## src/rtl/snake_move_ctrl.sv

```systemverilog
// rtl/snake_move_ctrl.sv - snake head/tail motion, collision check and growth control
module snake_move_ctrl #(
    parameter int WIDTH   = 40,
    parameter int HEIGHT  = 30,
    parameter int MAX_LEN = 64,
    parameter int RD_LAT  = 2
) (
    input  logic       clk_25M,
    input  logic       rst,
    input  logic       step,
    input  logic [1:0] dir_in,
    input  logic [5:0] apple_x,
    input  logic [5:0] apple_y,
    input  logic       check_hit,
    output logic [5:0] head_x,
    output logic [5:0] head_y,
    output logic [5:0] tail_x,
    output logic [5:0] tail_y,
    output logic [5:0] check_x,
    output logic [5:0] check_y,
    output logic [6:0] length,
    output logic       ate,
    output logic       game_over,
    output logic       busy
);
    localparam int DEPTH = MAX_LEN - 1;
    localparam logic signed [6:0] X_LIM = 7'(WIDTH);
    localparam logic signed [6:0] Y_LIM = 7'(HEIGHT);

    typedef enum logic [2:0] {IDLE, CHECK, WAIT, DECIDE, COMMIT, DEAD} state_t;
    state_t state, state_nxt;

    logic [1:0]        cur_dir, dir_eff;
    logic [1:0]        fifo [DEPTH];
    logic [5:0]        rd_ptr, wr_ptr;
    logic [5:0]        next_x, next_y;
    logic [3:0]        wait_cnt;
    logic              eat, eat_r, wall, next_is_tail;
    logic signed [6:0] cand_x, cand_y;

    function automatic logic signed [6:0] dx(input logic [1:0] d);
        case (d)
            2'b01:   return 7'sd1;
            2'b11:   return -7'sd1;
            default: return 7'sd0;
        endcase
    endfunction

    function automatic logic signed [6:0] dy(input logic [1:0] d);
        case (d)
            2'b10:   return 7'sd1;
            2'b00:   return -7'sd1;
            default: return 7'sd0;
        endcase
    endfunction

    function automatic logic [5:0] ptr_inc(input logic [5:0] p);
        return (p == 6'(DEPTH - 1)) ? 6'd0 : p + 6'd1;
    endfunction

    // A request for the exact reverse direction would fold the head onto the neck.
    assign dir_eff      = (dir_in == (cur_dir ^ 2'b10)) ? cur_dir : dir_in;
    assign cand_x       = $signed({1'b0, head_x}) + dx(dir_eff);
    assign cand_y       = $signed({1'b0, head_y}) + dy(dir_eff);
    assign wall         = (cand_x < 7'sd0) || (cand_x >= X_LIM) ||
                          (cand_y < 7'sd0) || (cand_y >= Y_LIM);
    assign eat          = (next_x == apple_x) && (next_y == apple_y) && (length < 7'(MAX_LEN));
    assign next_is_tail = (next_x == tail_x) && (next_y == tail_y);

    assign busy      = (state != IDLE) && (state != DEAD);
    assign game_over = (state == DEAD);
    assign ate       = (state == COMMIT) && eat_r;

    always_comb begin
        state_nxt = state;
        case (state)
            IDLE:    if (step) state_nxt = wall ? DEAD : CHECK;
            CHECK:   state_nxt = WAIT;
            WAIT:    if (wait_cnt == 4'(RD_LAT - 1)) state_nxt = DECIDE;
            // The tail cell reads as occupied but vacates this move unless we grow.
            DECIDE:  state_nxt = (check_hit && (!next_is_tail || eat)) ? DEAD : COMMIT;
            COMMIT:  state_nxt = IDLE;
            DEAD:    state_nxt = DEAD;
            default: state_nxt = IDLE;
        endcase
    end

    always_ff @(posedge clk_25M or negedge rst) begin
        if (!rst) begin
            state    <= IDLE;
            head_x   <= 6'd9;
            head_y   <= 6'd15;
            tail_x   <= 6'd7;
            tail_y   <= 6'd15;
            check_x  <= 6'd9;
            check_y  <= 6'd15;
            next_x   <= 6'd9;
            next_y   <= 6'd15;
            cur_dir  <= 2'b01;
            length   <= 7'd3;
            rd_ptr   <= 6'd0;
            wr_ptr   <= 6'd2;
            wait_cnt <= 4'd0;
            eat_r    <= 1'b0;
            for (int i = 0; i < DEPTH; i++) fifo[i] <= 2'b01;
        end else begin
            state <= state_nxt;
            case (state)
                IDLE: if (step) begin
                    cur_dir <= dir_eff;
                    next_x  <= cand_x[5:0];
                    next_y  <= cand_y[5:0];
                end
                CHECK: begin
                    check_x  <= next_x;
                    check_y  <= next_y;
                    wait_cnt <= 4'd0;
                end
                WAIT:   wait_cnt <= wait_cnt + 4'd1;
                DECIDE: eat_r <= eat;
                COMMIT: begin
                    head_x       <= next_x;
                    head_y       <= next_y;
                    fifo[wr_ptr] <= cur_dir;
                    wr_ptr       <= ptr_inc(wr_ptr);
                    if (eat_r) begin
                        length <= length + 7'd1;
                    end else begin
                        rd_ptr <= ptr_inc(rd_ptr);
                        tail_x <= tail_x + 6'(dx(fifo[rd_ptr]));
                        tail_y <= tail_y + 6'(dy(fifo[rd_ptr]));
                    end
                end
                default: ;
            endcase
        end
    end
endmodule

```

## config.mk

```make
export PLATFORM = sky130hd
export DESIGN_NAME = snake_move_ctrl
export DESIGN_NICKNAME = d
export VERILOG_FILES = /design/src/rtl/snake_move_ctrl.sv
export SDC_FILE = /design/constraint.sdc
export NUM_CORES = 1
export LEC_CHECK = 0
export ABC_AREA = 1
export CAP_MARGIN = 10
export CORE_MARGIN = 8
export CORE_UTILIZATION = 40
export CTS_BUF_LIST = sky130_fd_sc_hd__clkbuf_8 sky130_fd_sc_hd__clkbuf_16
export DETAILED_ROUTE_END_ITERATION = 10
export GPL_TIMING_DRIVEN = 0
export SYNTH_ARGS = -nofsm -noshare
export SYNTH_HDL_FRONTEND = slang
export SYNTH_SLANG_ARGS = --single-unit
```

## constraint.sdc

```tcl
create_clock -name clk_25M -period 3.8 [get_ports clk_25M]
set_input_delay 0.76 -clock clk_25M [delete_from_list [all_inputs] [get_ports clk_25M]]
set_output_delay 0.76 -clock clk_25M [all_outputs]
set_load 0.02 [all_outputs]
```

; ---- Word-level counts from Yosys, hierarchy flattened
; Cells that the tools add are included.
[word_totals]
in_bits = 18
ff_bits = 203
wordCells = 164
[op_classes]
order_cmp = 8
bitwise_logic = 4
n_addsub = 8
n_eq_ne = 22
reduce_logical = 21
mux = 23
[op_table]
columns = cell, n
row1 = 126-bit bitwise mux, 1
row2 = 6-bit two-way mux, 6
row3 = 7-bit one-hot mux with 2 select lines, 2
row4 = 6-bit == test, 4
row5 = 6-bit one-hot mux with 2 select lines, 2
row6 = 7-bit greater-or-equal comparator (second input constant), 3
row7 = 7-bit by 1-bit < comparator with 1-bit output (second input constant), 3
row8 = 3-bit one-hot mux with 5 select lines, 1
row9 = 7-bit adder, 2
row10 = 6-bit inverter with 7-bit output, 2
row11 = 6-bit by 1-bit adder with 6-bit output (second input constant), 2
row12 = 6-bit adder, 2
row13 = 2-bit binary-select mux with 6-bit select, 1
row14 = 2-bit demux with 6-bit select, 1
row15 = 6-bit == test (second input constant), 2
row16 = 3-bit two-way mux, 3
row17 = 2-bit == test (second input constant), 4
row18 = 2-bit two-way mux, 4
row19 = 4-bit one-hot mux with 2 select lines, 1
row20 = 2-bit AND reduction, 4
row21 = 7-bit by 1-bit adder with 7-bit output (second input constant), 1
row22 = 7-bit by 6-bit greater-or-equal comparator with 1-bit output (second input constant), 1
row23 = 1-bit logical AND, 7
row24 = 7-bit < comparator (second input constant), 1
row25 = 17 further kinds, 26

; ---- Depth between registers and ports, before layout
; Gate-level depths: netlist of run 1.
[depth]
word_depth = 13
mapped_depth = 27
mapped_depth_nobuf = 25

; ---- Worst setup path after synthesis of run 1
; Ideal clock, no wire load.
[synth_timing]
kind = register -> register
startpoint = register rd_ptr[1]
endpoint = register tail_x[5]
arrival_time_ns = 2.821
setup_slack_ns = 0.861
setup_time_ns = 0.117
t_required_ns = 3.683
stages_incl_launch_ff = 25
path_buffers = 2
synth_period_minus_slack_ns = 2.939
path_cell_list = dfrtp_1 -> inv_1 -> buf_2 -> clkbuf_1 -> o21ai_0 -> o22ai_1 -> a21oi_1 -> nand3_1 -> nand3_1 -> nand2_2 -> nand2_1 -> inv_1 -> ha_1 -> a21oi_1 -> inv_1 -> a31oi_1 -> nor2_1 -> nor2_1 -> nor2_1 -> nor2_1 -> inv_1 -> nand2_1 -> nand3_1 -> nand2_1 -> nand2_1
[synth_between]
elab_chain_cells = 9
word_cells_on_any_way = 10
classes_between = add/sub (1) / eq/ne (2) / mux (6) / bitwise (1)
[synth_lines]
columns = item, line
row1 = start: declaration, 35  ; logic [5:0] rd_ptr, wr_ptr;
row2 = start signal: assignment, 129  ; rd_ptr <= ptr_inc(rd_ptr);
row3 = 6-bit inverter with 7-bit output (not written as such) *, 130  ; tail_x <= tail_x + 6'(dx(fifo[rd_ptr]));
row4 = 2-bit binary-select mux with 6-bit select *, 130
row5 = 2-bit two-way mux (not written as such) * (2 in series), 130
row6 = 2-bit == test or 2-bit by 1-bit == test with 1-bit output (tied branches), 42  ; case (d)
row7 = 6-bit one-hot mux with 2 select lines *, 42
row8 = 6-bit two-way mux *, 126  ; if (eat_r) begin
row9 = 6-bit two-way mux *, 108  ; case (state)
row10 = 6-bit adder *, 130
row11 = end signal: assignment, 130
row12 = end: declaration, 17  ; output logic [5:0] tail_x,
; Mark *: on every way between the ends. The rest lies on a longest branch, timed or not. The select of a mux whose other input is x is not followed.
; A chain may end at the register's enable or synchronous reset.

; ---- Worst setup path in the final report of run 1
[layout_timing]
startpoint = register rd_ptr[2]
endpoint = register tail_x[5]
; Same word-level chain as after synthesis.

==> impl_metrics.env, run 1 <==
export IMPL_run_status="completed"
export IMPL_power_density_nw_per_um2=766.0
export IMPL_synth_cell_type_count=43
export IMPL_ant_nets=0
export IMPL_io_pins=64
export IMPL_min_period_over_period_pct=92.96
export IMPL_criticalPathCategory="reg2reg"
export IMPL_diodes=0
export IMPL_critical_path_slowest_cell="dfrtp_1"
export IMPL_htreeDepth=1
export IMPL_cts_tree="done"
export IMPL_critPathArrivalTime_ns=3.94
export IMPL_first_global_vias=8958
export IMPL_setup_violations_final=0
export IMPL_yosys_top_cells_area="dfrtp_1 27%, dfstp_2 23%, nand2_1 14%"
export IMPL_overflow=0
export IMPL_crit_fanout=10
export IMPL_yosysMostFrequentCell="nand2_1"
export IMPL_path_clk_slew_ns=0.06
export IMPL_fin_worst_skew_ns=0.03074
export IMPL_r2r_end="tail_x[5]"
export IMPL_clockPowerShare_pct=21.9
export IMPL_end_kind="flip-flop"
export IMPL_antenna_found_initial=0
export IMPL_grt_max_degree=106
export IMPL_wire_per_inst_um=18.37
export IMPL_cts_buffer_depth=3
export IMPL_worstSkewPairLatency_ns=0.53
export IMPL_crit_top_cell="nand2_1"
export IMPL_max_slew_margin_pct=16.08
export IMPL_whs_ns=0.2922
export IMPL_yosysTopAreaCell="dfrtp_1"
export IMPL_final_util_pct=47.64
export IMPL_worstPathRequired_ns=4.21
export IMPL_vdd_drop_max_uv=389.3
export IMPL_gp_congestion=0.9060
export IMPL_p_comb_share_pct=45.1
export IMPL_reg_top3="fifo (126), length (7)"
export IMPL_async_flop_share_pct=100.0
export IMPL_largest_reg_flops=126
export IMPL_rsz0062_at_grt="false"
export IMPL_synth_seq_cells=203
export IMPL_total_power_uw=9401
export IMPL_fmax_mhz=283.1
export IMPL_cts_hold_buf=0
export IMPL_cts_buffers=23
export IMPL_hold_violations=0
export IMPL_hp_class="in2async"
export IMPL_vias_per_cell=5.323
export IMPL_finalCriticalPeriod_ns=3.533
export IMPL_seqPwrFrac_pct=33.0
export IMPL_ys_warn_count=0
export IMPL_largest_register="fifo"
export IMPL_placed_area_um2=11510
export IMPL_syn_nets=1335
export IMPL_finalNonFillerCells=1736
export IMPL_numPortBuffers=63
export IMPL_n_fill_cell=2520
export IMPL_dp_cells=1694
export IMPL_cp_startpoint="rd_ptr[2]"
export IMPL_worst_slew_pin_slew_ns=1.249
export IMPL_gr_usage_all_layers_pct=20.30
export IMPL_synth_area_um2=10350
export IMPL_layout_drive_gt1_share_pct=12.92
export IMPL_die_x_um=176.8
export IMPL_critPathBufInv=5
export IMPL_syn_area_per_cell_um2=8.015
export IMPL_intPower_uw=5291
export IMPL_grt_pass1_wl_mm=50.20
export IMPL_ys_flop_type="dfrtp_1"
export IMPL_wirelength_mm=31.90
export IMPL_drv_cap=0
export IMPL_rr_startpoint="rd_ptr[2]"
export IMPL_num_vias=9241
export IMPL_drv_slew=0
export IMPL_stdcell_area_um2=12270
export IMPL_root_buffer="clkbuf_16"
export IMPL_synth_common_cells="395 x nand2_1, 215 x o21ai_0, 111 x dfrtp_1, 102 x nor2_1, 92 x dfstp_2"
export IMPL_row_count=59
export IMPL_setup_worst_path_end="tail_x[5]"
export IMPL_synthCells=1291
export IMPL_firstDrtPassIters=7
export IMPL_cts_sinks=203
export IMPL_nets=1429
export IMPL_crit_cells=25
export IMPL_p_leak_uw=0.005295
export IMPL_die_h_um=176.8
export IMPL_sw_frac_of_total_pct=43.72
export IMPL_critPathLaunchType="flip-flop"
export IMPL_synth_top_cell_area_share_pct=26.84
export IMPL_syn2layout_area_growth_pct=18.61
export IMPL_rrSetupSlack_ns=0.27
export IMPL_first_iter_violations=756
export IMPL_rr_worst_depth=25
export IMPL_start_util_pct=40.16
export IMPL_switching_power_uw=4110
export IMPL_ys_seq_area_share_pct=50.21
export IMPL_synth_edff_count=0
export IMPL_cpPeakStageDelay_ns=0.35
export IMPL_dp_hpwl_mm=21.88
export IMPL_remaining_drc_errors=0
export IMPL_cp_top_family="simple AND/OR/NAND/NOR gates"
export IMPL_core_region_area_um2=25760
export IMPL_die_area_um2=31270
-- power by group through the flow --
| stage | registers, µW | clock network [µW] | logic (µW) |
|---|---|---|---|
| final | 3100 | 2060 | 4240 |
| after global routing | 3160 | 2190 | 4670 |
| after CTS | 3110 | 2100 | 4140 |
| after detailed placement | 3130 | 0 | 4120 |
| after global placement | 3130 | 0 | 4050 |
| after floorplan | 3210 | 0 | 2430 |
-- metal layers --
layer  part of all wire, %  wire, µm  global-route usage (%)
met3                   7.6      2438                   3.819
met2                    46     14550                   32.34
met5                     0         0                       0
met4                   3.5      1109                   7.846
met1                    43     13800                   26.99
-- metrics by stage --
stage	setup TNS (ns)	setup WS, ns
after CTS	0	0.001158
after detailed placement	-0.2167	-0.2167
after floorplan	0	0.8611
final	0	0.2674
after global placement	-1123.23	-6.770
after global routing	0	0.004424
-- area by class of cell --
| class | instances | area [µm²] | share of cell area [%] |
|---|---|---|---|
| Tap cell | 335 | 419.2 | 3.415 |
| Timing Repair Buffer | 69 | 715.7 | 5.831 |
| Buffer | 46 | 252.7 | 2.059 |
| Clock buffer | 26 | 616.8 | 5.026 |
| Inverter | 91 | 345.3 | 2.814 |
| Clock inverter | 15 | 67.56 | 0.5505 |
| Multi-Input combinational cell | 951 | 4661 | 37.98 |
| Sequential cell | 203 | 5195 | 42.33 |
-- how the worst min path moves through the flow --
| stage | startpoint | endpoint | slack, ns | cells past startpoint |
|---|---|---|---|---|
| 3_5_place_dp | check_y[2] | check_y[2] | 0.45 | 2 |
| 5_1_grt | rst | tail_x[3] | 0.35 | 1 |
| 3_3_place_gp | check_y[2] | check_y[2] | 0.45 | 2 |
| 6_report | rst | tail_x[3] | 0.29 | 1 |
| 2_1_floorplan | wait_cnt[3] | wait_cnt[3] | 0.44 | 1 |
| 4_1_cts | rst | tail_x[3] | 0.31 | 1 |
-- timing repair --
| item | CTS | global route |
|---|---|---|
| gates cloned | 0 | 0 |
| buffers inserted | 0 | 1 |
| gates resized for setup | 5 | 40 |
| endpoints found under the setup margin | 1 | 2 |
| pin swaps | 0 | 1 |
-- cells by family (layout without fill, tap and decap cells) --
family,count (synthesis),after routing,share of synthesized area (%)
AOI/OAI and AO/OA,307,307,15.83
xor gates and xnor gates,26,26,2.201
adders and majority gates,26,26,3.289
buffers and inverters,137,247,5.308
DFF,203,203,50.21
muxes,1,1,0.09674
and+or+nand+nor,591,591,23.07
-- placed cells by master, fill, tap and decap left out, types with 4 or more instances in the layout --
master | netlist | final
xnor2_1 | 6 | 6
nor4_1 | 4 | 4
nand2_1 | 395 | 393
xor2_1 | 20 | 20
a31oi_1 | 9 | 8
ha_1 | 24 | 24
dfrtp_1 | 111 | 111
clkbuf_1 | 33 | 24
inv_2 | 5 | 6
dfstp_2 | 92 | 92
inv_1 | 82 | 91
nor2_2 | 5 | 5
nor3_1 | 9 | 6
nand4_1 | 7 | 7
buf_6 | 2 | 9
clkbuf_16 | 0 | 23
nand2_2 | 6 | 8
clkbuf_2 | 0 | 6
o22ai_1 | 26 | 25
nor2_1 | 102 | 101
buf_4 | 1 | 5
a21oi_1 | 32 | 32
o21ai_0 | 215 | 212
clkdlybuf4s50_1 | 0 | 62
nand3_1 | 58 | 58
o21ai_1 | 7 | 10
clkinv_1 | 4 | 4
-- worst reg2reg max path, delay by kind of cell, from the launching register on --
family	cells	cell delay, ns
adders and majority gates	1	0.30
buffers and inverters	5	0.67
AOI/OAI and AO/OA	4	0.66
DFF	1	0.35
and+or+nand+nor	15	1.45
Note: power is estimated with default switching activity, not from simulation.
==> inputs of run 2 (changes only) <==
- ABC_AREA: 1 -> unset
- GPL_ROUTABILITY_DRIVEN: unset -> 1
==> run 2 against run 1 <==
Core utilization rose by 0.91 points. Non-clock buffer count rose by 26. Clock power rose by 3%. Sequential power rose by 2%. Combinational power fell by 1%. Global-route usage fell by 2.8 points. First-iteration DRC count fell by 31%. Critical path type unchanged.
==> impl_metrics.env, run 2 <==
export IMPL_worstSkewPairLatency_ns=0.51
export IMPL_crit_fanout=8
export IMPL_synth_cell_type_count=71
export IMPL_hp_class="in2async"
export IMPL_fmax_mhz=267.0
export IMPL_cts_buffers=23
export IMPL_finalNonFillerCells=1404
export IMPL_synth_edff_count=0
export IMPL_largest_reg_flops=126
export IMPL_use_met2_pct=29.04
export IMPL_cpPeakStageDelay_ns=0.41
export IMPL_synth_top_cell_area_share_pct=25.77
export IMPL_ys_warn_count=0
export IMPL_diodes=0
export IMPL_critical_path_slowest_cell="a311o_2"
export IMPL_finalCriticalPeriod_ns=3.746
export IMPL_critPathLaunchType="flip-flop"
export IMPL_cts_tree="done"
export IMPL_multi_input_area_um2=5376
export IMPL_gr_usage_all_layers_pct=17.51
export IMPL_vias_per_cell=5.469
export IMPL_first_global_vias=7943
export IMPL_remaining_drc_errors=0
export IMPL_run_status="completed"
export IMPL_rsz0062_at_grt="true"
export IMPL_start_util_pct=40.33
export IMPL_dp_hpwl_mm=20.19
export IMPL_cp_startpoint="rd_ptr[1]"
export IMPL_reg_top3="fifo (126), length (7)"
export IMPL_min_period_over_period_pct=98.57
export IMPL_num_vias=7679
export IMPL_max_slew_margin_pct=37.23
export IMPL_ant_nets=0
export IMPL_regArea_um2=5196
export IMPL_cts_buffer_depth=3
export IMPL_drv_slew=0
export IMPL_syn_area_per_cell_um2=11.54
export IMPL_final_cell_mix="162 x nand2_1, 148 x mux2_2, 110 x dfrtp_1, 92 x dfstp_2, 62 x clkdlybuf4s50_1"
export IMPL_io_pins=64
export IMPL_ys_flop_type="dfrtp_1"
export IMPL_cts_hold_buf=0
export IMPL_ys_seq_area_share_pct=48.20
export IMPL_p_leak_uw=0.005597
export IMPL_synth_area_um2=10780
export IMPL_synth_seq_cells=203
export IMPL_busiest_layer="met2"
export IMPL_numPortBuffers=63
export IMPL_largest_register="fifo"
export IMPL_async_flop_share_pct=100.0
export IMPL_stdcell_area_um2=12970
export IMPL_die_area_um2=32450
export IMPL_path_clk_slew_ns=0.06
export IMPL_cp_cell_sequence="buf_6 > buf_12 > mux4_2 > o21ai_0 > a311o_2 > a211o_4 > nor2_4 > ha_4 > a21o_1 > a21oi_2 > o21ai_4 > or3_4 > nor3_4 > a2111oi_4 > nand4b_1"
export IMPL_setup_violations_final=0
export IMPL_hold_violations=0
export IMPL_wire_per_inst_um=20.41
export IMPL_htreeDepth=1
export IMPL_power_density_nw_per_um2=729.8
export IMPL_worst_slew_pin_slew_ns=0.9338
export IMPL_rrSetupSlack_ns=0.05
export IMPL_yosysTopAreaCell="dfrtp_1"
export IMPL_r2r_end="tail_x[5]"
export IMPL_placed_area_um2=11960
export IMPL_syn2layout_area_growth_pct=20.37
export IMPL_yosys_top_cells_area="dfrtp_1 26%, dfstp_2 22%, mux2_2 15%"
export IMPL_root_buffer="clkbuf_16"
export IMPL_dp_cells=1345
export IMPL_wirelength_mm=28.66
export IMPL_criticalPathCategory="reg2reg"
export IMPL_firstDrtPassIters=5
export IMPL_rr_worst_depth=15
export IMPL_use_met3_pct=3.286
export IMPL_cts_sinks=203
export IMPL_layout_commonest_cell="nand2_1"
export IMPL_antenna_found_initial=0
export IMPL_rr_startpoint="rd_ptr[1]"
export IMPL_yosysMostFrequentCell="nand2_1"
export IMPL_row_count=60
export IMPL_synthCells=934
export IMPL_grt_pass1_wl_mm=45.69
export IMPL_vdd_drop_max_uv=346.2
export IMPL_n_fill_cell=2438
export IMPL_syn_nets=978
export IMPL_gp_congestion=0.8122
export IMPL_setup_worst_path_end="tail_x[5]"
export IMPL_synth_common_cells="163 x nand2_1, 148 x mux2_2, 111 x dfrtp_1, 92 x dfstp_2, 42 x o21ai_0"
export IMPL_worstPathRequired_ns=4.23
export IMPL_die_h_um=180.2
export IMPL_fin_worst_skew_ns=0.01477
export IMPL_layout_drive_gt1_share_pct=35.18
export IMPL_nets=1091
export IMPL_grt_max_degree=121
export IMPL_first_iter_violations=520
export IMPL_overflow=0
export IMPL_core_region_area_um2=26730
export IMPL_end_kind="flip-flop"
export IMPL_critPathArrivalTime_ns=4.18
export IMPL_grt_use_met1_pct=22.82
export IMPL_drv_cap=0
export IMPL_die_x_um=180.2
## run 2: cell types whose count changed in the layout (fill, tap and decap cells not counted), sizes merged, moves of 28 or more
cell | previous run | this run
nand2 | 401 | 163
nand3 | 59 | 5
xnor2 | 6 | 34
o21ai | 222 | 43
inv | 98 | 21
mux2 | 0 | 148
nor2 | 107 | 38
## run 2: timing repair
| action | 4_1_cts | 5_1_grt |
|---|---|---|
| pin swaps | 5 | 15 |
| setup buffers | 8 | 11 |
| setup endpoints to repair | 2 | 2 |
| gates resized for setup | 21 | 22 |
## run 2: cells by family after synthesis
family / Yosys count / synth area share [%]
compound gates: 107 / 6.548
flops: 203 / 48.20
mux: 189 / 22.45
simple gates: 287 / 12.20
xor+xnor: 52 / 4.226
fa+ha+maj: 26 / 3.158
buf+inv: 70 / 3.216
## run 2: layout make-up
type	count	share of cell area (%)
Multi-Input combinational cell	661	41.44
Tap cell	341	3.289
Timing Repair Buffer	89	6.799
Clock inverter	14	0.6654
Clock buffer	27	4.861
Buffer	52	2.372
Inverter	17	0.5208
Sequential cell	203	40.05
## run 2: through the flow
step	hold slack (ns)	TNS, ns	setup slack (ns)	util, %	power (µW)
2_1_floorplan	0.4644	0	0.02758	-	5663
3_3_place_gp	0.4626	-1123.30	-6.767	44.28	6924
3_5_place_dp	0.4664	-1.107	-0.7394	44.75	7024
4_1_cts	0.2807	0	0.002273	47.94	9368
5_1_grt	0.2983	-0.05246	-0.05246	48.54	10080
6_report	0.2530	0	0.05419	48.54	9469
## run 2: critical path: cells and delay by family, from the launching register on
| kind | cells | cell delay (ns) |
|---|---|---|
| adders and majority gates | 1 | 0.23 |
| AOI/OAI and AO/OA | 7 | 1.47 |
| buffers and inverters | 2 | 0.27 |
| muxes | 1 | 0.37 |
| DFF | 1 | 0.39 |
| and+or+nand+nor | 4 | 0.93 |
## run 2: worst min path at each step
stage,end,slack (ns),depth (start not counted)
after floorplan,check_x[1],0.46,0
after global placement,head_x[0],0.46,2
after detailed placement,head_y[0],0.47,2
after CTS,head_y[4],0.28,1
after global routing,tail_y[4],0.30,1
final,head_y[4],0.25,1
## run 2: report_power, final
part           internal, µW  total (µW)  switching [µW]
sequential             2720        3160             444
clock                  1240        2130             888
combinational          1840        4180            2340
total                  5800        9470            3670
## run 2: metal layers
metal / wire (µm) / vias up / part of all wire [%]
li1: - / 3557 / -
met1: 12600 / 3860 / 44
met2: 13630 / 207 / 48
met3: 1605 / 55 / 5.6
met4: 825 / 0 / 2.9
met5: 0 / - / 0
==> edit 1 (config.mk and constraints of run 1) <==
Re-encode `state_t` (6 states) as Gray code, 3 bits wide.
--- a/src/rtl/snake_move_ctrl.sv
+++ b/src/rtl/snake_move_ctrl.sv
@@ -27,7 +27,7 @@
     localparam logic signed [6:0] X_LIM = 7'(WIDTH);
     localparam logic signed [6:0] Y_LIM = 7'(HEIGHT);
 
-    typedef enum logic [2:0] {IDLE, CHECK, WAIT, DECIDE, COMMIT, DEAD} state_t;
+    typedef enum logic [2:0] {IDLE = 3'b000, CHECK = 3'b001, WAIT = 3'b011, DECIDE = 3'b010, COMMIT = 3'b110, DEAD = 3'b111} state_t;
     state_t state, state_nxt;
 
     logic [1:0]        cur_dir, dir_eff;
Function: no difference found for any inputs over 10 cycles, from zero or initial values and one cycle with rst low; not proved beyond that.
==> edit 1 against run 1 <==
- critical path depth fell by 20
- maximum frequency decreased by 0.91%
- worst setup slack got worse by 0.032 ns
- total power increased by 8.1%
- routed wire length down 0.98%
- sequential cell count unchanged
- first-iteration DRC count rose by 24%
- synthesized area up 1.1%
- final area up 1.7%
- via count up 0.19%
- combinational power increased by 10%
- critical path type is now reg -> out
- largest cell class unchanged
- highest routed layer unchanged
==> edit 1: results (changes against run 1) <==
| Metric | Reported | Unit | vs run 1 |
|---|---|---|---|
| Outcome | finished clean | - |  |
| Power dissipated in the clock network | 2.29 | mW | +11% |
| Relative contribution of combinational cells to total power | 46.1 | % | +1.0 points |
| Net Count, Synth | 1346 | - | +0.82% |
| Top cells by area in the synthesized netlist | dfrtp_1, dfstp_2, nand2_1, o21ai_0, nor2_1 | - |  |
| Post-Place Setup Slack | -0.300 | ns | -0.0829 ns |
| Most numerous cell types in the synthesized netlist | nand2_1, o21ai_0, dfrtp_1, nor2_1, dfstp_2 | - |  |
| Maximum number of pins on one net before global-route repair | 109 | - | +2.8% |
| Number of buffers created by CTS | 25 | - | +8.7% |
| Initial DRC Count | 937 | - | +24% |
| Met1 usage in global routing | 29.0 | % | +2.0 points |
| Leak pwr | 5.38 | nW | +1.5% |
| Wire length of the first global-routing pass | 50000 | microns | -0.45% |
| Arrival time of the worst setup path | 2.80 | ns | -1.14 ns |
| Fin Clk Skew | 0.0301 | ns | -0.000605 ns |
| Via count of the first global-routing pass | 8911 | - | -0.52% |
| Metal1 wirelength | 14900 | microns | +7.7% |
| Number of cells traversed by the worst register-to-register path | 24 | - | -4.0% |
| Distinct cell type count of the synthesized netlist | 45 | - | +4.7% |
| Total Wirelength | 31600 | microns | -0.98% |
| Met2 track demand over resource | 31.0 | % | -1.4 points |
| Detailed placement HPWL | 21700 | microns | -0.69% |
| GR Util met3 | 2.83 | % | -0.99 points |
| Placed insts | 1701 | - | +0.41% |
| Register area share after synthesis | 49.7 | % | -0.53 points |
| Detailed route wirelength on metal3 | 1890 | microns | -22% |
| Placer congestion estimate | 0.892 | - | -1.6% |
| Number of gates resized after CTS | 17 | - | +12 |
| Placed cell area | 11500 | sq um | +0.37% |
| Detailed-routing iteration count for the pre-antenna-repair pass | 5 | - | -2 |
| Routed wire per std cell | 18.1 | microns | -1.5% |
| Worst slew slack as a fraction of its limit | 23.3 | % | +7.2 points |
| Total internal power | 5.74 | mW | +8.4% |
| Fraction of final layout cells with drive strength greater than 1 | 14.0 | % | +1.0 points |
[edit 1: cell types whose count changed in the layout (fill, tap and decap cells not counted), sizes merged, moves of 4 or more]
cell	change
a21oi	-7
nor2	-4
nand2	+11
o21ai	+6
xor2	-5
xnor2	+5
a22oi	+4
[edit 1: final cells by class]
| cell class | instances | area (sq um) |
|---|---|---|
| flip-flops and latches | 203 | 5190 |
| repair buffers | 65 | 671 |
| inverters | 92 | 348 |
| clock buffers | 30 | 694 |
| clock inverters | 14 | 88.8 |
| multi-input cells | 962 | 4800 |
| fillers | 2522 | 13400 |
| plain buffers | 45 | 263 |
| well taps | 335 | 419 |
[edit 1: final timing paths]
kind / startpoint / end / slack (ns)
max in group asynchronous: rst / fifo[1]$_DFFE_PN0P_ / 2.52
setup reg to reg: rd_ptr[0]$_DFFE_PN0P_ / tail_x[5]$_DFFE_PN0P_ / 0.28
min in group clk_25M: wait_cnt[3]$_DFFE_PN0P_ / wait_cnt[3]$_DFFE_PN0P_ / 0.47
hold reg to reg: wait_cnt[3]$_DFFE_PN0P_ / wait_cnt[3]$_DFFE_PN0P_ / 0.47
setup / recovery: state[0]$_DFFE_PN0P_ / ate / 0.24
hold / removal: rst / fifo[39]$_DFFE_PN0P_ / 0.24
[edit 1: kinds of logic (layout without fill, tap and decap cells)]
group                      Yosys count  count (layout)  synth area share [%]
and+or+nand+nor                    604             604                  24.1
AOI/OAI and AO/OA                  304             304                  15.5
DFF                                203             203                  49.7
buffers and inverters              137             246                  5.07
adders and majority gates           26              26                  3.25
xor gates and xnor gates            26              26                  2.18
muxes                                2               2                 0.203
[edit 1: critical path, stage by stage, from the launching register on]
cell and delay, ns:
dfrtp_1 0.44, nor3_4 0.52, inv_2 0.14, buf_2 0.25, nor2_2 0.27, clkdlybuf4s50_1 0.67
==> edit 2 (flow settings as in run 1) <==
Made on the original files. Change the parameter `WIDTH` from 40 to 30.
--- a/src/rtl/snake_move_ctrl.sv
+++ b/src/rtl/snake_move_ctrl.sv
@@ -1,6 +1,6 @@
 // rtl/snake_move_ctrl.sv - snake head/tail motion, collision check and growth control
 module snake_move_ctrl #(
-    parameter int WIDTH   = 40,
+    parameter int WIDTH   = 30,
     parameter int HEIGHT  = 30,
     parameter int MAX_LEN = 64,
     parameter int RD_LAT  = 2
Behaviour: no difference found for any inputs over 10 cycles, from zero or initial values and one cycle with rst low; that may be too few to reach the edited logic, so the function may still have changed.
==> edit 2 against run 1 <==
- routed wire length down 1.1%
- synthesized area up 2.3%
- sequential cell count unchanged
- final area up 2.6%
- first-iteration DRC count up 24%
- worst setup slack worse by 0.020 ns
- total power up 2.6%
==> edit 2: results (changes against run 1) <==
| Metric | Reported | Unit | vs run 1 |
|---|---|---|---|
| Register area share after synthesis | 49.1 | % | -1.1 points |
| Leak pwr | 5.46 | nW | +3.1% |
| Post-Synth Adder-Cell Area | 3.52 | % | +0.23 points |
| Multiplexer fraction of the synthesized cell area | 0.0945 | % | -0.0022 points |
| Post-route cell area | 12600 | sq um | +2.6% |
| Net Count, Synth | 1381 | - | +3.4% |
| Fraction of final layout cells with drive strength greater than 1 | 13.4 | % | +0.50 points |
| Detailed route wirelength on metal3 | 2040 | microns | -17% |
| Floorplan die area | 31900 | sq um | +2.1% |
| Most numerous cell types in the synthesized netlist | nand2_1, o21ai_0, nor2_1, dfrtp_1, inv_1 | - |  |
| Gate Count Post-Synth | 1335 | - | +3.4% |
| Xor and xnor fraction of the mapped netlist area | 2.65 | % | +0.45 points |
| Metal1 wirelength | 14900 | microns | +7.6% |
| Final Worst Setup Slack | 0.248 | ns | -0.0198 ns |
| Number of cells traversed by the worst register-to-register path | 23 | - | -8.0% |
| Arrival time of the worst setup path | 3.98 | ns | +0.04 ns |
| Outcome | finished clean | - |  |
| Post-layout net count | 1472 | - | +3.0% |
| Peak supply drop | 0.500 | mV | +28% |
| Wire length of the first global-routing pass | 50400 | microns | +0.43% |
| Detailed-routed wire length on met2 | 14000 | microns | -3.5% |
| Biggest cell delay along the critical path | 0.38 | ns | +0.03 ns |
| Top cells by area in the synthesized netlist | dfrtp_1, dfstp_2, nand2_1, o21ai_0, nor2_1 | - |  |
| Maximum number of pins on one net before global-route repair | 112 | - | +5.7% |
| Met1 usage in global routing | 28.4 | % | +1.4 points |
| Filler cell count | 2511 | - | -0.36% |
| Placer congestion estimate | 0.867 | - | -4.3% |
| Initial DRC Count | 935 | - | +24% |
| Placed insts | 1733 | - | +2.3% |
| Number of buffers created by CTS | 26 | - | +13% |
| Synthesized-area fraction occupied by ao, oa, aoi and oai cells | 12.9 | % | -2.9 points |
| Detailed placement HPWL | 21800 | microns | -0.51% |
| Count of input and output buffers | 62 | - | -1.6% |
edit 2: cell count changes in the layout (fill, tap and decap cells not counted), sizes merged, moves of 5 or more:
cell          run 1  this run
inv              98       110
nand4             7        15
nand2           401       424
nor2            107       139
o22ai            26         8
xnor2             6        11
o21ai           222       207
edit 2: layout make-up:
class | instances | share of cell area (%)
sequential | 203 | 41.3
multi-input combinational | 979 | 37.7
clock buffer | 32 | 5.91
timing repair buffer | 63 | 5.19
tap | 335 | 3.33
inverter | 106 | 3.18
buffer | 47 | 2.02
clock inverter | 16 | 1.45
edit 2: report_power, final:
| group | switching [mW] | internal (mW) |
|---|---|---|
| Sequential | 0.419 | 2.66 |
| Combinational | 2.56 | 1.37 |
| Clock | 0.967 | 1.66 |
| Total | 3.95 | 5.69 |
edit 2: what timing repair did:
action                                  4_1_cts  5_1_grt
endpoints found under the setup margin        0        2
hold endpoints to repair                      0        0
resized for setup                             0        6
